[src/rtl/mac_frame_src_if.sv]
// Interface bundling the upstream sample handshake and the MAC-side outputs
// of the frame source. "master" is the frame source's view, "slave" is the
// environment (producer plus MAC) view.
interface mac_frame_src_if #(
    parameter int DEPTH = 8
) ();
    localparam int CW = $clog2(DEPTH) + 1;

    logic [7:0]    in_data;
    logic          in_valid;
    logic          in_ready;
    logic          enable;
    logic [7:0]    a_out;
    logic          a_valid;
    logic          mac_rst;
    logic          frame_done;
    logic [CW-1:0] fifo_count;

    modport master (
        input  in_data,
        input  in_valid,
        input  enable,
        output in_ready,
        output a_out,
        output a_valid,
        output mac_rst,
        output frame_done,
        output fifo_count
    );

    modport slave (
        output in_data,
        output in_valid,
        output enable,
        input  in_ready,
        input  a_out,
        input  a_valid,
        input  mac_rst,
        input  frame_done,
        input  fifo_count
    );
endinterface

[src/rtl/mac_frame_src.sv]
// Frame source for the squared-sample MAC: buffers upstream samples in a
// small FIFO, streams FRAME_LEN samples per frame to the MAC, waits out the
// MAC pipeline, then pulses the MAC reset together with frame_done.
module mac_frame_src #(
    parameter int DEPTH     = 8,
    parameter int FRAME_LEN = 4
) (
    input  logic            clk,
    input  logic            reset,
    mac_frame_src_if.master bus
);
    localparam int AW = $clog2(DEPTH);
    localparam int CW = AW + 1;
    localparam logic [CW-1:0] DEPTH_C     = CW'(DEPTH);
    localparam logic [4:0]    FRAME_LEN_C = 5'(FRAME_LEN);

    typedef enum logic [1:0] {
        ST_STREAM = 2'd0,
        ST_WAIT   = 2'd1,
        ST_CLEAR  = 2'd2
    } state_t;

    logic [7:0]    mem_r [DEPTH];
    logic [AW-1:0] wr_ptr_r;
    logic [AW-1:0] rd_ptr_r;
    logic [CW-1:0] count_r;
    state_t        state_r;
    logic [4:0]    sent_r;
    logic          wait_cnt_r;
    logic [7:0]    a_out_r;
    logic          a_valid_r;
    logic          mac_rst_r;
    logic          frame_done_r;

    logic          in_ready_s;
    logic          push_s;
    logic          pop_s;

    // Handshake decode: no bypass, so full blocks pushes even while popping.
    always_comb begin
        in_ready_s = 1'b0;
        push_s     = 1'b0;
        pop_s      = 1'b0;
        if (count_r != DEPTH_C) begin
            in_ready_s = 1'b1;
        end else begin
            in_ready_s = 1'b0;
        end
        push_s = bus.in_valid && in_ready_s;
        if ((state_r == ST_STREAM) && bus.enable && (count_r != {CW{1'b0}})) begin
            pop_s = 1'b1;
        end else begin
            pop_s = 1'b0;
        end
    end

    // FIFO storage write; contents need no reset since pointers gate reads.
    always_ff @(posedge clk) begin
        if (push_s) begin
            mem_r[wr_ptr_r] <= bus.in_data;
        end
    end

    // FIFO pointers and occupancy; pointers wrap naturally at DEPTH.
    always_ff @(posedge clk) begin
        if (reset) begin
            wr_ptr_r <= {AW{1'b0}};
            rd_ptr_r <= {AW{1'b0}};
            count_r  <= {CW{1'b0}};
        end else begin
            if (push_s) begin
                wr_ptr_r <= wr_ptr_r + AW'(1);
            end
            if (pop_s) begin
                rd_ptr_r <= rd_ptr_r + AW'(1);
            end
            case ({push_s, pop_s})
                2'b10:   count_r <= count_r + CW'(1);
                2'b01:   count_r <= count_r - CW'(1);
                default: count_r <= count_r;
            endcase
        end
    end

    // Frame FSM: stream a frame, wait two cycles for the MAC pipeline to
    // drain, then hold the MAC in reset for one cycle while flagging done.
    always_ff @(posedge clk) begin
        if (reset) begin
            state_r      <= ST_STREAM;
            sent_r       <= 5'd0;
            wait_cnt_r   <= 1'b0;
            a_out_r      <= 8'd0;
            a_valid_r    <= 1'b0;
            mac_rst_r    <= 1'b1;
            frame_done_r <= 1'b0;
        end else begin
            a_valid_r <= 1'b0;
            case (state_r)
                ST_STREAM: begin
                    mac_rst_r    <= 1'b0;
                    frame_done_r <= 1'b0;
                    if (pop_s) begin
                        a_out_r   <= mem_r[rd_ptr_r];
                        a_valid_r <= 1'b1;
                        sent_r    <= sent_r + 5'd1;
                        if ((sent_r + 5'd1) == FRAME_LEN_C) begin
                            state_r    <= ST_WAIT;
                            wait_cnt_r <= 1'b0;
                        end
                    end
                end
                ST_WAIT: begin
                    if (wait_cnt_r) begin
                        mac_rst_r    <= 1'b1;
                        frame_done_r <= 1'b1;
                        wait_cnt_r   <= 1'b0;
                        state_r      <= ST_CLEAR;
                    end else begin
                        wait_cnt_r <= 1'b1;
                    end
                end
                ST_CLEAR: begin
                    mac_rst_r    <= 1'b0;
                    frame_done_r <= 1'b0;
                    sent_r       <= 5'd0;
                    state_r      <= ST_STREAM;
                end
                default: begin
                    state_r      <= ST_STREAM;
                    sent_r       <= 5'd0;
                    wait_cnt_r   <= 1'b0;
                    mac_rst_r    <= 1'b1;
                    frame_done_r <= 1'b0;
                end
            endcase
        end
    end

    assign bus.in_ready   = in_ready_s;
    assign bus.a_out      = a_out_r;
    assign bus.a_valid    = a_valid_r;
    assign bus.mac_rst    = mac_rst_r;
    assign bus.frame_done = frame_done_r;
    assign bus.fifo_count = count_r;
endmodule

[src/flat_wrapper.sv]
// flat-port wrapper written by rule: the top's interface ports become plain ports
module mac_frame_src_flat 
#(
    parameter int DEPTH     = 8,
    parameter int FRAME_LEN = 4
)
  (clk, reset, bus_in_data, bus_in_valid, bus_enable, bus_in_ready, bus_a_out, bus_a_valid, bus_mac_rst, bus_frame_done, bus_fifo_count);
  mac_frame_src_if #(.DEPTH(DEPTH)) bus_i ();
  input  logic clk;
  input  logic reset;
  input wire logic [$bits(bus_i.in_data)-1:0] bus_in_data;
  input wire logic [$bits(bus_i.in_valid)-1:0] bus_in_valid;
  input wire logic [$bits(bus_i.enable)-1:0] bus_enable;
  output wire logic [$bits(bus_i.in_ready)-1:0] bus_in_ready;
  output wire logic [$bits(bus_i.a_out)-1:0] bus_a_out;
  output wire logic [$bits(bus_i.a_valid)-1:0] bus_a_valid;
  output wire logic [$bits(bus_i.mac_rst)-1:0] bus_mac_rst;
  output wire logic [$bits(bus_i.frame_done)-1:0] bus_frame_done;
  output wire logic [$bits(bus_i.fifo_count)-1:0] bus_fifo_count;
  assign bus_i.in_data = bus_in_data;
  assign bus_i.in_valid = bus_in_valid;
  assign bus_i.enable = bus_enable;
  assign bus_in_ready = bus_i.in_ready;
  assign bus_a_out = bus_i.a_out;
  assign bus_a_valid = bus_i.a_valid;
  assign bus_mac_rst = bus_i.mac_rst;
  assign bus_frame_done = bus_i.frame_done;
  assign bus_fifo_count = bus_i.fifo_count;
  mac_frame_src #(.DEPTH(DEPTH), .FRAME_LEN(FRAME_LEN)) u_core (.clk(clk), .reset(reset), .bus(bus_i));
endmodule
[config.mk]
export PLATFORM = sky130hd
export DESIGN_NAME = mac_frame_src_flat
export DESIGN_NICKNAME = d
export VERILOG_FILES = /design/src/rtl/mac_frame_src_if.sv /design/src/rtl/mac_frame_src.sv /design/src/flat_wrapper.sv
export SDC_FILE = /design/constraint.sdc
export NUM_CORES = 1
export LEC_CHECK = 0
export CAP_MARGIN = 30
export CORE_ASPECT_RATIO = 0.8
export CORE_MARGIN = 10
export CORE_UTILIZATION = 57
export CTS_CLUSTER_SIZE = 20
export DETAILED_ROUTE_END_ITERATION = 10
export PLACE_DENSITY = 0.74
export SKIP_LAST_GASP = 1
export SYNTH_ARGS = -nofsm -noshare
export SYNTH_HDL_FRONTEND = slang
export SYNTH_SLANG_ARGS = --single-unit
[constraint.sdc]
create_clock -name clk -period 3 [get_ports clk]
set_clock_uncertainty 0.2 [all_clocks]
set_input_delay 0.6 -clock clk [delete_from_list [all_inputs] [get_ports clk]]
set_output_delay 0.6 -clock clk [all_outputs]
set_load 0.02 [all_outputs]
==> impl_summary.txt, run 1 <==
----------------------------------------------------
[Outcome]
  Status ... finished, final reports clean

[Placed design]
  RD Place Congestion ... 0.734
  Placement Cell Area ... 4120 µm²
  # port buffers ... 27
  Final HPWL from detailed placement ... 4.35 mm

[Yosys]
  Area contributors post-synth ... sky130_fd_sc_hd__edfxtp_1 (52%), sky130_fd_sc_hd__dfxtp_1 (16%), sky130_fd_sc_hd__mux4_2 (9.8%)
  Flops & latches, synth ... 93
  Gate Count Post-Synth ... 238
  Count of synthesis-stage warnings from yosys ... 0
  Main flop type after synthesis ... sky130_fd_sc_hd__edfxtp_1
  Post-synth design cell area ... 3690 µm²
  Synthesized netlist net count ... 256
  Avg Cell Area, Syn ... 15.5 µm²
  Ys async rst share ... 0%
  Cell variety after synth ... 39
  Area share of the leading cell type in the synthesized netlist ... 52.1%
  Number of enable-type register cells in the synthesized netlist ... 64
  Sequential share of the synthesized area ... 67.8%
  Cell taking the most area after synthesis ... sky130_fd_sc_hd__edfxtp_1

[Power]
  Peak supply drop ... 0.403 mV
  Reported leakage power ... 1.50 nW
  Pwr dens ... 858 nW/µm²

[GRT]
  Global route total overflow ... 0
  GR Util All Layers ... 14.0%
  First-pass GRT wire length ... 10.7 mm
  Number of antenna violations at the first check in global routing ... 0
  Via count of the first global-routing pass ... 2044
  Maximum number of pins on one net before global-route repair ... 19

[Clock network]
  Worst-case clock buffer depth ... 2
  Root buf cell ... sky130_fd_sc_hd__clkbuf_8
  Clock tree from TritonCTS ... done
  Number of buffers inserted by post-CTS setup repair ... 0
  Clock sink count ... 93
  Post-cts gate resize count ... 0
  Number of hold-repair buffers added at the cts stage ... 0
  Num CTS Buffers ... 9
  Clock latency on the worst-skew pair ... 350 ps
  H-Tree Level Count ... 3
  Clock-pin slew on the worst setup and hold paths ... 90 ps

[Finish]
  Final std cell area, no fill ... 4360 µm²
  Filler cell count in the final layout ... 444
  Layout Area Growth over Synthesis ... 18.2%
  Fraction of layout instances using a drive strength above 1 ... 19.1%
  Nets ... 301
  Antenna Diode Count ... 0

[Worst setup path]
  Critical path required time ... 2200 ps
  Critical Path Start Type ... register
  Worst path arrival time ... 2050 ps
  Worst-path fanout max ... 8
  Crit path kind ... reg2out
  Critical path capture point type ... output port

[Route]
  Residual antenna-violating net count after detailed routing ... 0
  First-iteration detailed-routing DRC count ... 210
  DRC violation count after routing ... 0
  Vias per Instance ... 5.65
  DR WL/cell ... 17.7 µm
  Length of the first detailed-routing pass in iterations ... 4
  Number of vias in the routed layout ... 2100
  DRT Wirelength ... 6.60 mm

[STA]
  Total setup violations reported at the end of the flow ... 0
  Setup TNS ... 0 ps
  Least-Margin Pin Slew ... 608 ps
  Endpoints failing hold ... 0
  Share of the clock period used by the worst path ... 94.9%
  Shortest clock period the worst path allows after layout ... 2850 ps
  Slew Limit Fails ... 0
  Worst rel slew slack ... 59.4%
  Setup repair after global routing missed its margin ... false
  Highest clock frequency the design can meet ... 351 MHz

[Floorplanning]
  Overall die area ... 10100 µm²
  Num rows ... 26
  Die width ... 110 µm
  Floorplan Core Area ... 6340 µm²
  Effective utilization at floorplan ... 58.2%
  Die height ... 92.0 µm
  Boundary pin count ... 28

[Job]
  Maximum capacitance violations ... 0

[Min path]
  Type of the tightest min-delay check ... reg2reg

----------------------------------------------------
Yosys cell counts, types with 4 or more instances:
cell type                   n
sky130_fd_sc_hd__o22ai_1    8
sky130_fd_sc_hd__nand2b_1   4
sky130_fd_sc_hd__nor2_1    26
sky130_fd_sc_hd__ha_1       6
sky130_fd_sc_hd__dfxtp_1   29
sky130_fd_sc_hd__a21oi_1    7
sky130_fd_sc_hd__xor2_1     5
sky130_fd_sc_hd__nor2b_1    4
sky130_fd_sc_hd__xnor2_1    6
sky130_fd_sc_hd__nand3_1    5
sky130_fd_sc_hd__mux4_2    16
sky130_fd_sc_hd__edfxtp_1  64
sky130_fd_sc_hd__nor3_1    15
sky130_fd_sc_hd__nand2_1    6
metal layers:
metal / vias up / wire length, µm / track usage (%)
li1: 1002 / - / -
met1: 1048 / 2800 / 18.2
met2: 48 / 3320 / 21.5
met3: 2 / 461 / 5.10
met4: 0 / 19 / 3.90
met5: - / 0 / 0
cell type report:
cell class | count | area [µm²] | share of cell area (%)
sequential | 93 | 2500 | 57.3
clock inverter | 7 | 123 | 2.81
timing repair buffer | 44 | 398 | 9.12
tap | 84 | 105 | 2.41
multi-input combinational | 134 | 1110 | 25.4
inverter | 1 | 3.75 | 0.0860
clock buffer | 9 | 124 | 2.84
kinds of logic after synthesis:
kind of cell | after synthesis | share of synthesized area, %
flip-flops | 93 | 67.8
AND/OR/NAND/NOR | 77 | 11.3
AO/OA/AOI/OAI | 21 | 3.46
multiplexers | 19 | 10.6
XOR/XNOR | 11 | 2.61
buffers and inverters | 11 | 2.17
adder cells (fa/ha/maj) | 6 | 2.03
metrics by stage:
step / util (%) / total power, W / hold slack, ps / cells / worst slack, ps
floorplan: - / 0.00243 / 269 / 238 / 232
global placement: 64.9 / 0.00278 / 256 / 356 / 78.9
detailed placement: 64.9 / 0.00280 / 281 / 356 / 68.3
CTS: 68.8 / 0.00378 / 298 / 372 / 124
global route: 68.8 / 0.00394 / 317 / 372 / 59.1
finish: 68.8 / 0.00374 / 293 / 372 / 152
cells in the final DEF, fill, tap and decap left out, types with 4 or more instances in the layout:
cell type / instances
sky130_fd_sc_hd__nand2b_1: 4
sky130_fd_sc_hd__nor2b_1: 4
sky130_fd_sc_hd__ha_1: 6
sky130_fd_sc_hd__nand3_1: 5
sky130_fd_sc_hd__nor2_1: 26
sky130_fd_sc_hd__nand2_1: 6
sky130_fd_sc_hd__clkdlybuf4s50_1: 27
sky130_fd_sc_hd__mux4_2: 16
sky130_fd_sc_hd__buf_4: 17
sky130_fd_sc_hd__xnor2_1: 6
sky130_fd_sc_hd__dfxtp_1: 29
sky130_fd_sc_hd__xor2_1: 5
sky130_fd_sc_hd__clkbuf_8: 9
sky130_fd_sc_hd__o22ai_1: 8
sky130_fd_sc_hd__nor3_1: 15
sky130_fd_sc_hd__edfxtp_1: 64
sky130_fd_sc_hd__a21oi_1: 7
path summary, 6_finish.rpt:
kind	from	to	slack [ps]	depth (start not counted)
worst max-delay path	u_core.bus.fifo_count[0]	bus_in_ready	150	2
worst min-delay path	u_core.bus.a_out[1]	u_core.bus.a_out[1]	290	2
worst max register to register	u_core.bus.fifo_count[0]	u_core.bus.fifo_count[3]	260	6
worst min register to register	u_core.bus.a_out[1]	u_core.bus.a_out[1]	290	2
sequential cells by signal (all words and copies together) (netlist names):
| register | count |
|---|---|
| u_core.sent_r | 5 |
| u_core.wr_ptr_r | 3 |
| u_core.wait_cnt_r | 1 |
| u_core.bus.frame_done | 1 |
| u_core.state_r | 2 |
| u_core.bus.a_out | 8 |
| u_core.rd_ptr_r | 3 |
| u_core.mem_r | 64 |
| u_core.bus.mac_rst | 1 |
| u_core.bus.a_valid | 1 |
| u_core.bus.fifo_count | 4 |
power by group:
| group | leakage (nW) | switching, W | internal [W] |
|---|---|---|---|
| sequential | 0.818 | 0.000123 | 0.00153 |
| clock | 0.123 | 0.000424 | 0.000559 |
| combinational | 0.557 | 0.000550 | 0.000560 |
critical path: stages (launching register included):
cell                              delay (ps)
sky130_fd_sc_hd__dfxtp_1                 420
sky130_fd_sc_hd__or4b_1                  690
sky130_fd_sc_hd__clkdlybuf4s50_1         600
Note: power is estimated with default switching activity, not from simulation.
==> run 2: changes to the inputs <==
- HOLD_SLACK_MARGIN: unset -> 0.02
==> results of run 2 <==
Same layout as run 1: the final DEF is identical, and so are final timing and power.
